`src/rtl/vga_fill_engine.sv`:
```
// rtl/vga_fill_engine.sv - rectangle-fill engine and write arbiter for the 80x60 VGA framebuffer
// Optional checkerboard colouring (COLOR2 register) is enabled by defining VGA_FILL_CHECKER_EN.
module vga_fill_engine #(
  parameter int unsigned FB_W         = 80,
  parameter int unsigned FB_H         = 60,
  parameter logic [7:0]  FILL_BASE_ID = 8'h94
) (
  input  logic        CLK,
  input  logic        RESET,
  input  logic [7:0]  PORT_ID,
  input  logic [7:0]  OUT_PORT,
  input  logic        IO_STRB,
  output logic [12:0] FB_WA,
  output logic [7:0]  FB_WD,
  output logic        FB_WE,
  output logic        BUSY,
  output logic        DONE
);

  localparam logic [7:0] ID_DIR_Y  = 8'h90;
  localparam logic [7:0] ID_DIR_X  = 8'h91;
  localparam logic [7:0] ID_DIR_WR = 8'h92;
  localparam logic [7:0] ID_X0     = FILL_BASE_ID;
  localparam logic [7:0] ID_Y0     = FILL_BASE_ID + 8'd1;
  localparam logic [7:0] ID_W      = FILL_BASE_ID + 8'd2;
  localparam logic [7:0] ID_H      = FILL_BASE_ID + 8'd3;
  localparam logic [7:0] ID_START  = FILL_BASE_ID + 8'd4;
  localparam logic [8:0] FB_W9     = 9'(FB_W);
  localparam logic [8:0] FB_H9     = 9'(FB_H);

  typedef enum logic [1:0] {S_IDLE, S_FILL, S_DONE} state_t;

  state_t      state_q, state_d;
  logic [5:0]  dir_y_q, dir_y_d;
  logic [6:0]  dir_x_q, dir_x_d;
  logic [7:0]  x0_q, x0_d, y0_q, y0_d, w_q, w_d, h_q, h_d;
  logic [7:0]  color_q, color_d;
  logic [8:0]  sx_q, sx_d, cx_q, cx_d, cy_q, cy_d, xe_q, xe_d, ye_q, ye_d;
  logic [12:0] fb_wa_q, fb_wa_d;
  logic [7:0]  fb_wd_q, fb_wd_d;
  logic        fb_we_q, fb_we_d, busy_q, busy_d, done_q, done_d;
  logic        dir_wr, start_req, pix_vis;
  logic [7:0]  pix_color;

`ifdef VGA_FILL_CHECKER_EN
  localparam logic [7:0] ID_COLOR2 = FILL_BASE_ID + 8'd5;
  logic [7:0] color2_q, color2_d;
  assign pix_color = (cx_q[0] ^ cy_q[0]) ? color2_q : color_q;
`else
  assign pix_color = color_q;
`endif

  assign dir_wr    = IO_STRB && (PORT_ID == ID_DIR_WR);
  assign start_req = IO_STRB && (PORT_ID == ID_START);
  assign pix_vis   = (cx_q < FB_W9) && (cy_q < FB_H9);

  // Programmable registers; the fill itself only reads them at start.
  always_comb begin
    dir_y_d = dir_y_q;
    dir_x_d = dir_x_q;
    x0_d    = x0_q;
    y0_d    = y0_q;
    w_d     = w_q;
    h_d     = h_q;
`ifdef VGA_FILL_CHECKER_EN
    color2_d = color2_q;
`endif
    if (IO_STRB) begin
      if (PORT_ID == ID_DIR_Y) dir_y_d = OUT_PORT[5:0];
      if (PORT_ID == ID_DIR_X) dir_x_d = OUT_PORT[6:0];
      if (PORT_ID == ID_X0)    x0_d    = OUT_PORT;
      if (PORT_ID == ID_Y0)    y0_d    = OUT_PORT;
      if (PORT_ID == ID_W)     w_d     = OUT_PORT;
      if (PORT_ID == ID_H)     h_d     = OUT_PORT;
`ifdef VGA_FILL_CHECKER_EN
      if (PORT_ID == ID_COLOR2) color2_d = OUT_PORT;
`endif
    end
  end

  always_comb begin
    state_d = state_q;
    color_d = color_q;
    sx_d    = sx_q;
    cx_d    = cx_q;
    cy_d    = cy_q;
    xe_d    = xe_q;
    ye_d    = ye_q;
    fb_we_d = 1'b0;
    fb_wa_d = fb_wa_q;
    fb_wd_d = fb_wd_q;
    done_d  = 1'b0;
    if (dir_wr) begin
      fb_we_d = 1'b1;
      fb_wa_d = {dir_y_q, dir_x_q};
      fb_wd_d = OUT_PORT;
    end
    case (state_q)
      S_IDLE: begin
        if (start_req) begin
          if ((w_q != 8'd0) && (h_q != 8'd0)) begin
            state_d = S_FILL;
            color_d = OUT_PORT;
            sx_d    = {1'b0, x0_q};
            cx_d    = {1'b0, x0_q};
            cy_d    = {1'b0, y0_q};
            xe_d    = {1'b0, x0_q} + {1'b0, w_q} - 9'd1;
            ye_d    = {1'b0, y0_q} + {1'b0, h_q} - 9'd1;
          end else begin
            done_d = 1'b1;
          end
        end
      end
      S_FILL: begin
        // A direct write steals the port; the scan position simply holds.
        if (!dir_wr) begin
          fb_we_d = pix_vis;
          fb_wa_d = {cy_q[5:0], cx_q[6:0]};
          fb_wd_d = pix_color;
          if (cx_q == xe_q) begin
            cx_d = sx_q;
            if (cy_q == ye_q) state_d = S_DONE;
            else              cy_d    = cy_q + 9'd1;
          end else begin
            cx_d = cx_q + 9'd1;
          end
        end
      end
      S_DONE: begin
        done_d  = 1'b1;
        state_d = S_IDLE;
      end
      default: state_d = S_IDLE;
    endcase
    busy_d = (state_d == S_FILL);
  end

  always_ff @(posedge CLK or posedge RESET) begin
    if (RESET) begin
      state_q <= S_IDLE;
      dir_y_q <= '0;
      dir_x_q <= '0;
      x0_q    <= '0;
      y0_q    <= '0;
      w_q     <= '0;
      h_q     <= '0;
      color_q <= '0;
      sx_q    <= '0;
      cx_q    <= '0;
      cy_q    <= '0;
      xe_q    <= '0;
      ye_q    <= '0;
      fb_wa_q <= '0;
      fb_wd_q <= '0;
      fb_we_q <= 1'b0;
      busy_q  <= 1'b0;
      done_q  <= 1'b0;
`ifdef VGA_FILL_CHECKER_EN
      color2_q <= '0;
`endif
    end else begin
      state_q <= state_d;
      dir_y_q <= dir_y_d;
      dir_x_q <= dir_x_d;
      x0_q    <= x0_d;
      y0_q    <= y0_d;
      w_q     <= w_d;
      h_q     <= h_d;
      color_q <= color_d;
      sx_q    <= sx_d;
      cx_q    <= cx_d;
      cy_q    <= cy_d;
      xe_q    <= xe_d;
      ye_q    <= ye_d;
      fb_wa_q <= fb_wa_d;
      fb_wd_q <= fb_wd_d;
      fb_we_q <= fb_we_d;
      busy_q  <= busy_d;
      done_q  <= done_d;
`ifdef VGA_FILL_CHECKER_EN
      color2_q <= color2_d;
`endif
    end
  end

  assign FB_WA = fb_wa_q;
  assign FB_WD = fb_wd_q;
  assign FB_WE = fb_we_q;
  assign BUSY  = busy_q;
  assign DONE  = done_q;

endmodule
```
`config.mk`:
```
export PLATFORM = sky130hd
export DESIGN_NAME = vga_fill_engine
export DESIGN_NICKNAME = d
export VERILOG_FILES = /design/src/rtl/vga_fill_engine.sv
export SDC_FILE = /design/constraint.sdc
export NUM_CORES = 1
export LEC_CHECK = 0
export CAP_MARGIN = 20
export CORE_MARGIN = 8
export CORE_UTILIZATION = 44
export DETAILED_ROUTE_END_ITERATION = 10
export DONT_BUFFER_PORTS = 1
export HOLD_SLACK_MARGIN = 0.12
export PLACE_DENSITY = 0.57
export SYNTH_ARGS = -nofsm -noshare
export SYNTH_HDL_FRONTEND = slang
export SYNTH_SLANG_ARGS = --single-unit
```
`constraint.sdc`:
```
create_clock -name CLK -period 6.9 [get_ports CLK]
set_input_delay 1.38 -clock CLK [delete_from_list [all_inputs] [get_ports CLK]]
set_output_delay 1.38 -clock CLK [all_outputs]
set_load 0.01 [all_outputs]
```
==> flow_summary_export.csv <==
group,metric,value,unit
run_status,status,"completed",
synthesis,seq_area_frac_synth,46.82,%
detailed_routing,vias_per_cell,5.601,
clock_network,clk_path_buf_depth,2,
cells_and_area,final_area,7348,um^2
global_route,grt_max_degree,65,
power_and_ir_drop,p_comb_share,11.5,%
detailed_routing,totalWireLength,17150,um
power_and_ir_drop,p_int,1487,uW
clock_network,post_cts_buffers,0,
synthesis,ys_ff_latch,123,
synthesis,yosysTopAreaCell,"dfrtp_1",
synthesis,synthCells,695,
floorplanning,io-pin-count,43,
sta,setup_viol,0,
sta,tightest_slew,0.8459,ns
synthesis,synth_most_common_cell,"nand2_1",
detailed_routing,ant_nets,0,
global_route,grt_pass1_vias,4896,
sta,rsz0062_at_grt,"false",
synthesis,synthArstFlopShare,100.0,%
cells_and_area,fill_cells,1327,
power_and_ir_drop,p_seq_share,40.3,%
clock_network,ctsHtreeMaxLevel,4,
sta,slew_headroom,43.60,%
detailed_routing,wl_per_cell,19.42,um
synthesis,ys_types,63,
sta,timing.final.crit_share,42.30,%
sta,tns,0,ns
detailed_routing,drc_errors,0,
critical_path,path_max_fanout,46,
detailed_routing,vias,4946,
cells_and_area,regArea,3078,um^2
detailed_routing,first_pass_iters,5,
global_route,grt-ovfl-total,0,
floorplanning,core-area,14590,um^2
clock_network,clock_sinks,123,
placed_design,port_buffers,0,
clock_network,cts_tree,"yes",
cells_and_area,diodes,0,
power_and_ir_drop,clkPwrFrac,48.1,%
critical_path,cp.required,7.20,ns
synthesis,synth_top_area_share,46.82,%
clock_network,path_clk_slew,0.06,ns
power_and_ir_drop,power_density,270.0,nW/um^2
power_and_ir_drop,switching_share,25.04,%
synthesis,syn_nets,748,
synthesis,synthFlopType,"dfrtp_1",
synthesis,synthTopCellsByArea,"dfrtp_1, nand2_1, mux2_2",
critical_path,critical_path_class,"input port to register",
placed_design,place_hpwl,12040,um
hold_path,hold_path_class,"register to register",
clock_network,root_buffer,"clkbuf_16",
sta,period_minus_slack,2.918,ns
synthesis,synth_commonest_cells,"nand2_1, dfrtp_1, inv_1",
floorplanning,fp.dieH,138.2,um
cells_and_area,fin_nets,739,
cells_and_area,drive_gt1_share,12.88,%
critical_path,cp-start-kind,"input port",
clock_network,ctsHoldBuffers,0,
power_and_ir_drop,p_leak,0.003557,uW
floorplanning,die_w,138.2,um
power_and_ir_drop,vdd.ir_drop.worst,0.1731,mV
floorplanning,rows,44,
floorplanning,die-area,19110,um^2
placed_design,place_congestion,0.8649,
power_and_ir_drop,p_sw,496.8,uW
synthesis,avgSynthCellArea,9.459,um^2
synthesis,yosys_warnings,0,
global_route,grt_pass1_wl,27530,um
cells_and_area,multi_input_area,3099,um^2
global_route,grt_usage,18.27,%
flow_run,maxCapViolCount,0,
sta,maxSlewViolCount,0,
sta,fin_worst_skew,0.009029,ns
cells_and_area,area_growth,11.78,%
placed_design,dpl_cell_area,6710,um^2
sta,clock.fmax,342.7,MHz
critical_path,end_kind,"register",
clock_network,cts_inserted_buffers,17,
synthesis,synth_enable_flop_cells,0,
floorplanning,start_util,45.06,%
clock_network,cts.repair.resized,0,
synthesis,synth_area,6574,um^2
critical_path,cp_data_arrival_time,3.22,ns
sta,hold_viol,0,
clock_network,clk_latency,0.42,ns
detailed_routing,dr.first_iter.drc_count,347,
global_route,antenna_found_initial,1,
sequential cells by signal, indices dropped and copies added, names as in the netlist:
| name | count |
|---|---|
| cy_q | 9 |
| sx_q | 8 |
| w_q | 8 |
| ye_q | 9 |
| dir_y_q | 6 |
| state_q | 2 |
| cx_q | 9 |
| FB_WA | 13 |
| y0_q | 8 |
| xe_q | 9 |
| color_q | 8 |
| DONE | 1 |
| FB_WE | 1 |
| FB_WD | 8 |
| dir_x_q | 7 |
| x0_q | 8 |
| h_q | 8 |
| BUSY | 1 |
final timing paths:
path | startpoint | cells after the start | slack (ns) | to
hold / removal | sx_q[1] | 2 | 0.46 | sx_q[1]
hold reg to reg | sx_q[1] | 2 | 0.46 | sx_q[1]
setup reg to reg | cx_q[0] | 6 | 4.42 | cy_q[6]
min in group asynchronous | RESET | 1 | 0.98 | dir_x_q[0]
max in group asynchronous | RESET | 2 | 4.57 | y0_q[5]
setup / recovery | PORT_ID[6] | 6 | 3.98 | cy_q[5]
layout make-up:
class,count,area share [%]
Timing Repair Buffer,6,0.6130
Tap cell,184,3.133
Sequential cell,123,41.89
Inverter,68,3.508
Clock buffer,22,6.453
Clock inverter,10,2.231
Multi-Input combinational cell,470,42.18
metrics by stage:
step	cells	power [uW]	hold WS (ns)	utilization [%]	worst slack, ns
2_1_floorplan	695	980.5	0.4380	-	2.249
6_report	883	1984	0.4646	50.37	3.982
5_1_grt	883	2071	0.4897	50.37	3.913
3_5_place_dp	851	1042	0.4554	45.99	3.565
4_1_cts	883	2004	0.4673	50.37	4.015
3_3_place_gp	851	1036	0.4516	45.99	3.573
power by group through the flow:
stage               registers (uW)  logic (uW)  clock network [uW]
floorplan                      797         183                   0
global placement               812         223                   0
detailed placement             813         229                   0
CTS                            801         230                 973
global route                   805         261                1000
finish                         800         228                 955
kinds of logic (layout without fill, tap and decap cells):
family,after synthesis,in the layout,share of synthesized area (%)
flops,123,123,46.82
fa+ha+maj,34,34,6.700
buf+inv,102,106,6.033
compound gates,122,122,11.90
xor+xnor,32,32,4.263
mux,41,41,6.947
simple gates,241,241,17.34
cells in the final DEF, fill, tap and decap left out, types with 4 or more instances in the layout:
cell type | synthesis | layout
clkbuf_16 | 0 | 17
bufinv_16 | 0 | 4
nor4_1 | 10 | 10
buf_4 | 1 | 6
xnor2_1 | 7 | 7
a21oi_1 | 11 | 11
dfrtp_1 | 123 | 123
o21ai_0 | 46 | 46
a22oi_1 | 7 | 7
inv_1 | 68 | 67
a31oi_1 | 24 | 24
o21a_1 | 4 | 4
nand2_1 | 137 | 137
mux2i_1 | 4 | 4
nand4_1 | 5 | 5
ha_1 | 32 | 32
nor2b_1 | 6 | 6
clkinvlp_4 | 0 | 4
xor2_1 | 25 | 25
nor2_1 | 41 | 41
nand3_1 | 13 | 13
mux2_2 | 37 | 37
routing by layer:
metal  GRT usage, %  vias to the layer above  share of wire, %
li1               -                     2341                 -
met1          24.68                     2446                47
met2          27.99                      140                47
met3          4.486                       19               5.4
met4          6.121                        0               1.2
met5              0                        -                 0
critical path, stage by stage:
cell and delay [ns]:
nand4bb_4 0.23, or4_1 0.48, buf_4 0.28, a21oi_4 0.40
nor4_1 0.11, o32a_1 0.30
No activity file was read; power rests on OpenSTA's default activity.
